--- config.mk ---
export PLATFORM = sky130hd
export DESIGN_NAME = key_frame_scheduler
export DESIGN_NICKNAME = d
export VERILOG_FILES = /design/src/rtl/key_sched_pkg.sv /design/src/rtl/key_frame_scheduler_rr_arbiter.sv /design/src/rtl/key_frame_scheduler.sv
export SDC_FILE = /design/constraint.sdc
export NUM_CORES = 1
export LEC_CHECK = 0
export ABC_AREA = 1
export ABC_CLOCK_PERIOD_IN_PS = 91500
export BUFFER_PORTS_ARGS = -buffer_cell sky130_fd_sc_hd__buf_4
export CORE_AREA = 2 2 754 756
export CTS_CLUSTER_SIZE = 20
export DETAILED_ROUTE_END_ITERATION = 12
export DIE_AREA = 0 0 756 758
export PLACE_DENSITY_LB_ADDON = 0.2
export REMOVE_ABC_BUFFERS = 1
export SLEW_MARGIN = 10
export SYNTH_ARGS = -nofsm -noshare
export SYNTH_HDL_FRONTEND = slang
export SYNTH_HIERARCHICAL = 1
export SYNTH_SLANG_ARGS = --single-unit
--- constraint.sdc ---
create_clock -name clk -period 91.5 [get_ports clk]
set_clock_uncertainty 0.05 [all_clocks]
set_input_delay 18.3 -clock clk [delete_from_list [all_inputs] [get_ports clk]]
set_output_delay 18.3 -clock clk [all_outputs]
set_load 0.1 [all_outputs]
--- src/rtl/key_sched_pkg.sv ---
// Shared types and constants for the key frame scheduler.
// Build option: define KEY_FRAME_CHECKSUM_EN to append an XOR checksum byte to every frame.
package key_sched_pkg;

    typedef enum logic [2:0] {
        IDLE,
        LOAD,
        HDR,
        SEND,
        WAIT,
        CSUM,
        DONE
    } state_t;

    // Header byte is HDR_BASE | source index.
    localparam logic [7:0] HDR_BASE_DEFAULT = 8'hA0;

    // Source indices: four chaos-generator keys plus the x/y/z seed dump.
    localparam int KEY1 = 0;
    localparam int KEY2 = 1;
    localparam int KEY3 = 2;
    localparam int KEY4 = 3;
    localparam int SEED = 4;

endpackage

--- src/rtl/key_frame_scheduler_rr_arbiter.sv ---
// Combinational round-robin arbiter: picks the first requester at or after ptr,
// wrapping around to index 0. Produces a one-hot grant and the binary index.
module rr_arbiter #(
    parameter int N  = 5,
    parameter int IW = (N > 1) ? $clog2(N) : 1
) (
    input  logic [N-1:0]  req,
    input  logic [IW-1:0] ptr,
    output logic [N-1:0]  grant,
    output logic [IW-1:0] idx,
    output logic          valid
);

    logic [N-1:0] mask;
    logic [N-1:0] hit;
    logic [N-1:0] pool;

    // Prefer requesters at or above ptr; fall back to the lowest requester overall.
    always_comb begin
        // NOTE: every output of a combinational block gets a default first, otherwise a path that skips an assignment infers a latch.
        mask  = '0;
        hit   = '0;
        pool  = '0;
        grant = '0;
        idx   = '0;
        valid = |req;
        for (int i = 0; i < N; i++) begin
            mask[i] = (IW'(i) >= ptr);
        end
        hit  = req & mask;
        pool = (|hit) ? hit : req;
        // Walk downwards so the lowest set bit of the pool wins.
        for (int i = N - 1; i >= 0; i--) begin
            if (pool[i]) begin
                grant    = '0;
                grant[i] = 1'b1;
                idx      = IW'(i);
            end
        end
    end

endmodule

--- src/rtl/key_frame_scheduler.sv ---
// Key frame scheduler: shares one UART transmitter between N_SRC frame sources.
// Grants a source round-robin, snapshots its payload, then sends a header byte and the
// payload bytes one at a time over the tx_start/tx_ready/tx_done handshake.
// Build option: KEY_FRAME_CHECKSUM_EN adds a trailing XOR checksum byte (header ^ payload).
module key_frame_scheduler
    import key_sched_pkg::*;
#(
    parameter int         N_SRC       = 5,
    parameter int         FRAME_BYTES = 48,
    parameter logic [7:0] HDR_BASE    = HDR_BASE_DEFAULT
) (
    input  logic                           clk,
    input  logic                           reset,
    input  logic                           enable,
    input  logic [N_SRC-1:0]               req,
    input  logic [N_SRC*FRAME_BYTES*8-1:0] src_data,
    input  logic                           tx_ready,
    input  logic                           tx_done,
    output logic                           tx_start,
    output logic [7:0]                     tx_data,
    output logic [N_SRC-1:0]               grant,
    output logic                           busy,
    output logic                           frame_done
);

    localparam int IW      = (N_SRC > 1) ? $clog2(N_SRC) : 1;
    localparam int CW      = (FRAME_BYTES > 1) ? $clog2(FRAME_BYTES) : 1;
    localparam int FRAME_W = FRAME_BYTES * 8;
    localparam logic [CW-1:0] LAST_BYTE = CW'(FRAME_BYTES - 1);
`ifdef KEY_FRAME_CHECKSUM_EN
    localparam state_t AFTER_PAYLOAD = CSUM;
`else
    localparam state_t AFTER_PAYLOAD = DONE;
`endif

    state_t               state;
    state_t               state_n;
    state_t               last_kind;   // which state issued the byte now in flight
    logic                 issue;       // a byte is handed to the transmitter this cycle
    logic [IW-1:0]        rr_ptr;
    logic [IW-1:0]        gidx;
    logic [IW-1:0]        arb_idx;
    logic [N_SRC-1:0]     arb_grant;
    logic                 arb_valid;
    logic [FRAME_W-1:0]   frame_buf;
    logic [FRAME_W-1:0]   sel_payload;
    logic [CW-1:0]        byte_cnt;
    logic [7:0]           cur_byte;
    logic [7:0]           hdr_byte;
    logic [7:0]           out_byte;
`ifdef KEY_FRAME_CHECKSUM_EN
    logic [7:0]           csum;
`endif

    rr_arbiter #(
        .N  (N_SRC),
        .IW (IW)
    ) u_arb (
        .req   (req),
        .ptr   (rr_ptr),
        .grant (arb_grant),
        .idx   (arb_idx),
        .valid (arb_valid)
    );

    assign hdr_byte   = HDR_BASE | 8'(gidx);
    assign busy       = (state != IDLE);
    assign frame_done = (state == DONE);

    // Pick the granted source's payload and the current byte of the frozen frame.
    always_comb begin
        sel_payload = '0;
        cur_byte    = '0;
        for (int s = 0; s < N_SRC; s++) begin
            if (gidx == IW'(s)) sel_payload = src_data[s*FRAME_W +: FRAME_W];
        end
        for (int b = 0; b < FRAME_BYTES; b++) begin
            if (byte_cnt == CW'(b)) cur_byte = frame_buf[b*8 +: 8];
        end
    end

    // Byte presented to the transmitter depends on which sending state we are in.
    always_comb begin
        out_byte = cur_byte;
        if (state == HDR) out_byte = hdr_byte;
`ifdef KEY_FRAME_CHECKSUM_EN
        else if (state == CSUM) out_byte = csum;
`endif
    end

    // Next-state logic; a byte is issued only from a sending state with the transmitter idle.
    always_comb begin
        state_n = state;
        issue   = 1'b0;
        case (state)
            IDLE: if (enable && arb_valid) state_n = LOAD;
            LOAD: state_n = HDR;
            HDR, SEND: begin
                if (tx_ready) begin
                    issue   = 1'b1;
                    state_n = WAIT;
                end
            end
`ifdef KEY_FRAME_CHECKSUM_EN
            CSUM: begin
                if (tx_ready) begin
                    issue   = 1'b1;
                    state_n = WAIT;
                end
            end
`endif
            WAIT: begin
                if (tx_done) begin
                    case (last_kind)
                        HDR:     state_n = SEND;
                        SEND:    state_n = (byte_cnt == LAST_BYTE) ? AFTER_PAYLOAD : SEND;
                        default: state_n = DONE;
                    endcase
                end
            end
            DONE:    state_n = IDLE;
            default: state_n = IDLE;
        endcase
    end

    // State register.
    always_ff @(posedge clk or negedge reset) begin
        // NOTE: sequential state is updated with non-blocking assignments so every register samples pre-edge values.
        if (!reset) state <= IDLE;
        else        state <= state_n;
    end

    // Payload snapshot taken in LOAD; later src_data changes do not affect the frame.
    always_ff @(posedge clk) begin
        // NOTE: frame_buf is pure data, always written in LOAD before it is read, so it carries no reset.
        if (state == LOAD) frame_buf <= sel_payload;
    end

    // Handshake outputs, grant, round-robin pointer and byte counter.
    always_ff @(posedge clk or negedge reset) begin
        if (!reset) begin
            tx_start  <= 1'b0;
            tx_data   <= '0;
            grant     <= '0;
            gidx      <= '0;
            rr_ptr    <= '0;
            byte_cnt  <= '0;
            last_kind <= IDLE;
        end else begin
            tx_start <= issue;
            if (issue) begin
                tx_data   <= out_byte;
                last_kind <= state;
            end
            case (state)
                IDLE: begin
                    if (state_n == LOAD) begin
                        grant <= arb_grant;
                        gidx  <= arb_idx;
                    end
                end
                LOAD: byte_cnt <= '0;
                WAIT: begin
                    if (tx_done) begin
                        if (last_kind == SEND && state_n == SEND) byte_cnt <= byte_cnt + 1'b1;
                        if (state_n == DONE) grant <= '0;
                    end
                end
                DONE: rr_ptr <= (gidx == IW'(N_SRC - 1)) ? '0 : gidx + 1'b1;
                default: ;
            endcase
        end
    end

`ifdef KEY_FRAME_CHECKSUM_EN
    // Running XOR of the header and every payload byte actually issued.
    always_ff @(posedge clk or negedge reset) begin
        if (!reset)                        csum <= '0;
        else if (state == LOAD)            csum <= hdr_byte;
        else if (issue && state == SEND)   csum <= csum ^ cur_byte;
    end
`endif

endmodule

==> impl_results.html <==
<table>
<tr><th>Metric</th><th>Value</th></tr>
<tr><th colspan="2">Outcome</th></tr>
<tr><td>Status</td><td>complete, no violations</td></tr>
<tr><th colspan="2">Place</th></tr>
<tr><td>Post-Place Worst Slack</td><td>70.78 ns</td></tr>
<tr><td>Buffers added on ports</td><td>1945</td></tr>
<tr><td>Final Wtd Congestion</td><td>0.913</td></tr>
<tr><td>Detail Placement HPWL</td><td>419 mm</td></tr>
<tr><th colspan="2">Worst setup path</th></tr>
<tr><td>Reg2Reg Setup Slack</td><td>81.96 ns</td></tr>
<tr><td>Peak per-stage delay on the critical path</td><td>0.43 ns</td></tr>
<tr><td>Standard cell with the maximum stage delay on the critical path</td><td>sky130_fd_sc_hd__dfrtp_1</td></tr>
<tr><td>Startpoint of the most critical register-to-register path</td><td>byte_cnt[3]</td></tr>
<tr><td>Setup Crit Path Kind</td><td>reg -&gt; out</td></tr>
<tr><td>Peak fanout along the critical path</td><td>4</td></tr>
<tr><td>Type of destination of the critical path</td><td>output pin</td></tr>
<tr><td>Reg-to-reg critical path endpoint</td><td>tx_data[3]</td></tr>
<tr><td>Required time reported for the critical path endpoint</td><td>73.15 ns</td></tr>
<tr><td>Arr. time, crit path</td><td>2.12 ns</td></tr>
<tr><td>Critical path startpoint category</td><td>register</td></tr>
<tr><td>Reg2Reg Depth</td><td>50</td></tr>
<tr><td>Launch point of the critical path</td><td>state[2]</td></tr>
<tr><td>Cell breakdown of the critical path</td><td>inv_1, nor3_1, buf_4</td></tr>
<tr><td>Critical Path Sink</td><td>frame_done</td></tr>
<tr><th colspan="2">CTS</th></tr>
<tr><td># Post-CTS Setup Buffers</td><td>0</td></tr>
<tr><td>Reg clk slew, reported paths</td><td>0.06 ns</td></tr>
<tr><td>Hold-fix buffers, CTS</td><td>0</td></tr>
<tr><td>Clock insertion delay at the later pin of the skew report</td><td>~0.81 ns</td></tr>
<tr><td>CTS H-tree lvls</td><td>3</td></tr>
<tr><td>Post-cts gate resize count</td><td>0</td></tr>
<tr><td>Clock tree from TritonCTS</td><td>done</td></tr>
<tr><td>Number of sinks on the clock net</td><td>416</td></tr>
<tr><td>Total CTS buffers</td><td>76</td></tr>
<tr><td>CTS root buffer</td><td>sky130_fd_sc_hd__clkbuf_16</td></tr>
<tr><td>Number of buffers on the longest clock path</td><td>4</td></tr>
<tr><th colspan="2">Logic synthesis</th></tr>
<tr><td>Synth top area cells</td><td>sky130_fd_sc_hd__edfxtp_1 36%, sky130_fd_sc_hd__nand2_1 20%, sky130_fd_sc_hd__o211ai_1 9.2%</td></tr>
<tr><td>Number of synthesized register bits</td><td>416</td></tr>
<tr><td>Cell with the most instances after synthesis</td><td>sky130_fd_sc_hd__nand2_1</td></tr>
<tr><td>Syn Area/Cell</td><td>6.79 um^2</td></tr>
<tr><td>Top FF cell, synth</td><td>sky130_fd_sc_hd__edfxtp_1</td></tr>
<tr><td>Leading cell types by count after synthesis</td><td>1677 x sky130_fd_sc_hd__nand2_1, 531 x sky130_fd_sc_hd__nor2_1, 461 x sky130_fd_sc_hd__nand3_1</td></tr>
<tr><td>Count of flip-flops with a built-in enable after synthesis</td><td>384</td></tr>
<tr><td>Sequential fraction of the synthesis area</td><td>a little under two fifths</td></tr>
<tr><td>Distinct cell type count after synthesis</td><td>37</td></tr>
<tr><td>Cell area after synthesis</td><td>32200 um^2</td></tr>
<tr><td>Fraction of post-synthesis cell area in the top cell type by area</td><td>35.8%</td></tr>
<tr><td>Cells after synthesis</td><td>4742</td></tr>
<tr><td>Ys async rst share</td><td>7.69%</td></tr>
<tr><td>Yosys synthesis warning count</td><td>6</td></tr>
<tr><td>Largest area contributor in the synthesized netlist</td><td>sky130_fd_sc_hd__edfxtp_1</td></tr>
<tr><th colspan="2">Routing</th></tr>
<tr><td>Final WL</td><td>478 mm</td></tr>
<tr><td>Detail-routed via count per cell</td><td>3.18</td></tr>
<tr><td>Remaining design rule violation count</td><td>0</td></tr>
<tr><td>Pre-antenna DRT Iters</td><td>6</td></tr>
<tr><td>DR WL/cell</td><td>33.7 um</td></tr>
<tr><td>Remaining antenna violation count</td><td>0</td></tr>
<tr><td>Total via count after detailed routing</td><td>45100</td></tr>
<tr><td>Number of design-rule violations left by the first detailed-router iteration</td><td>3536</td></tr>
<tr><th colspan="2">Hold path</th></tr>
<tr><td>Tightest Hold Check Type</td><td>reg -&gt; reg</td></tr>
<tr><td>Critical hold path startpoint</td><td>last_kind[1]</td></tr>
<tr><th colspan="2">Power</th></tr>
<tr><td>Maximum vdd ir drop</td><td>~0.016 mV</td></tr>
<tr><td>Internal power summed over all cells</td><td>778 uW</td></tr>
<tr><td>Power density over the cells</td><td>31.8 nW/um^2</td></tr>
<tr><td>Share of power burned in combinational logic</td><td>64.3%</td></tr>
<tr><td>Lkg Pwr</td><td>about 23 nW</td></tr>
<tr><td>Switching power summed over all nets</td><td>~1.1 mW</td></tr>
<tr><td>Total Power Consumption</td><td>1.86 mW</td></tr>
<tr><td>Clock Power Share</td><td>around 15%</td></tr>
<tr><td>Fraction of power consumed by sequential logic</td><td>20.4%</td></tr>
<tr><td>Switching fraction of total power</td><td>between 50% and 60%</td></tr>
<tr><th colspan="2">Die</th></tr>
<tr><td>Chip Height</td><td>~760 um</td></tr>
<tr><td>X dimension of the die</td><td>756 um</td></tr>
<tr><td>Total I/O pin count</td><td>1946</td></tr>
<tr><td>Core Region</td><td>564000 um^2</td></tr>
<tr><td>Row count</td><td>about 280</td></tr>
<tr><td>Die Footprint</td><td>573000 um^2</td></tr>
<tr><td>Effective utilization at floorplan</td><td>5.71%</td></tr>
<tr><th colspan="2">GRT</th></tr>
<tr><td>Grt ovf</td><td>0</td></tr>
<tr><td>Initial antenna violation count</td><td>~440</td></tr>
<tr><td>Wire length of the first global-routing pass</td><td>571 mm</td></tr>
<tr><td>GR Util All Layers</td><td>between 10% and 20%</td></tr>
<tr><td>Maximum number of pins on one net before global-route repair</td><td>187</td></tr>
<tr><td>Vias in the first global route</td><td>44600</td></tr>
<tr><th colspan="2">STA</th></tr>
<tr><td>Worst slew margin relative to its limit</td><td>7.72%</td></tr>
<tr><td>Number of slew-limit violations in the final report</td><td>0</td></tr>
<tr><td>Final worst slack</td><td>71.03 ns</td></tr>
<tr><td>Max frequency</td><td>48.8 MHz</td></tr>
<tr><td>Unrepaired setup endpoints after global routing</td><td>no</td></tr>
<tr><td>Sum Neg Setup Slack</td><td>0 ns</td></tr>
<tr><td>Final Critical Period</td><td>~20 ns</td></tr>
<tr><td>Number of setup violations in the final report</td><td>0</td></tr>
<tr><td>Share of the clock period used by the worst path after layout</td><td>22.4%</td></tr>
<tr><td>Hold violation total from the final report</td><td>0</td></tr>
<tr><td>Worst hold margin</td><td>~0.40 ns</td></tr>
<tr><td>Measured slew at the worst slew-check pin</td><td>1.38 ns</td></tr>
<tr><th colspan="2">Final layout</th></tr>
<tr><td>Final #Nets</td><td>8459</td></tr>
<tr><td>Share of cells above drive strength 1</td><td>about 34%</td></tr>
<tr><td>Layout overhead on the synthesized area</td><td>81.8%</td></tr>
<tr><th colspan="2">Flow run</th></tr>
<tr><td>Number of max-capacitance violations reported</td><td>0</td></tr>
</table>
## stage by stage
| step | instance area, um^2 | utilization, % | cells |
|---|---|---|---|
| finish | 58500 | 10.4 | 14200 |
| detailed placement | 56000 | 9.92 | 13900 |
| global route | 58400 | 10.3 | 14100 |
| CTS | 58200 | 10.3 | 14100 |
| global placement | 56000 | 9.92 | 13900 |
| floorplan | 30800 | - | 4368 |
## per-layer routing
| metal | part of all wire [%] | GRT usage (%) |
|---|---|---|
| met1 | 44 | 20.6 |
| met2 | 42 | 23.8 |
| met3 | 11 | 7.41 |
| met4 | 2.7 | 3.91 |
| met5 | 0.36 | 0 |
## how the worst min path moves through the flow
stage,end,slack [ns],depth (start not counted)
3_5_place_dp,last_kind[1],0.39,2
3_3_place_gp,last_kind[1],0.39,2
2_1_floorplan,last_kind[1],0.37,2
5_1_grt,last_kind[1],0.42,2
4_1_cts,last_kind[1],0.41,2
6_report,last_kind[1],0.40,2
## placed cells by master, fill, tap and decap left out, drive strengths merged, types with 5 or more instances in the layout
cell and instances:
edfxtp 384, o211ai 395, dfrtp 32, nand4 6, inv 216, clkinv 32
a21oi 103, o21ai 94, ha 9, nand2 1683, or2 32, a31oi 384
nand3 465, nor2 545, clkbuf 92, buf 2074, nor3 5, diode 121
## worst max-delay path: cells and delay by family (launching register included)
family / cells / cell delay, ns
buffers and inverters: 2 / 0.47
DFF: 1 / 0.43
and+or+nand+nor: 1 / 0.41
## power groups by stage
stage / clock network (mW) / logic, mW / registers, mW
after floorplan: 0 / 0.648 / 0.439
after global routing: 0.308 / 1.29 / 0.387
after global placement: 0 / 1.24 / 0.386
after CTS: 0.306 / 1.25 / 0.382
after detailed placement: 0 / 1.24 / 0.385
final: 0.286 / 1.20 / 0.379
## registers in the layout (all words and copies together), names as in the netlist
| name | count |
|---|---|
| byte_cnt | 6 |
| grant | 5 |
| last_kind | 3 |
| gidx | 3 |
| rr_ptr | 3 |
| state | 3 |
| frame_buf | 384 |
| tx_data | 8 |
| tx_start | 1 |
## final cells by class
type / count / area (um^2)
antenna: 121 / 303
clock inverter: 37 / 327
tap: 7506 / 9390
inverter: 217 / 822
sequential: 416 / 12300
multi-input combinational: 3735 / 17700
fill: 66500 / 506000
timing repair buffer: 2074 / 15700
clock buffer: 92 / 1960
## cell families after synthesis
logic type	after synthesis	share of synthesized area [%]
fa+ha+maj	9	0.350
buf+inv	591	6.95
flops	416	38.3
compound gates	987	20.0
simple gates	2739	34.4
No activity file was read; power rests on OpenSTA's default activity.
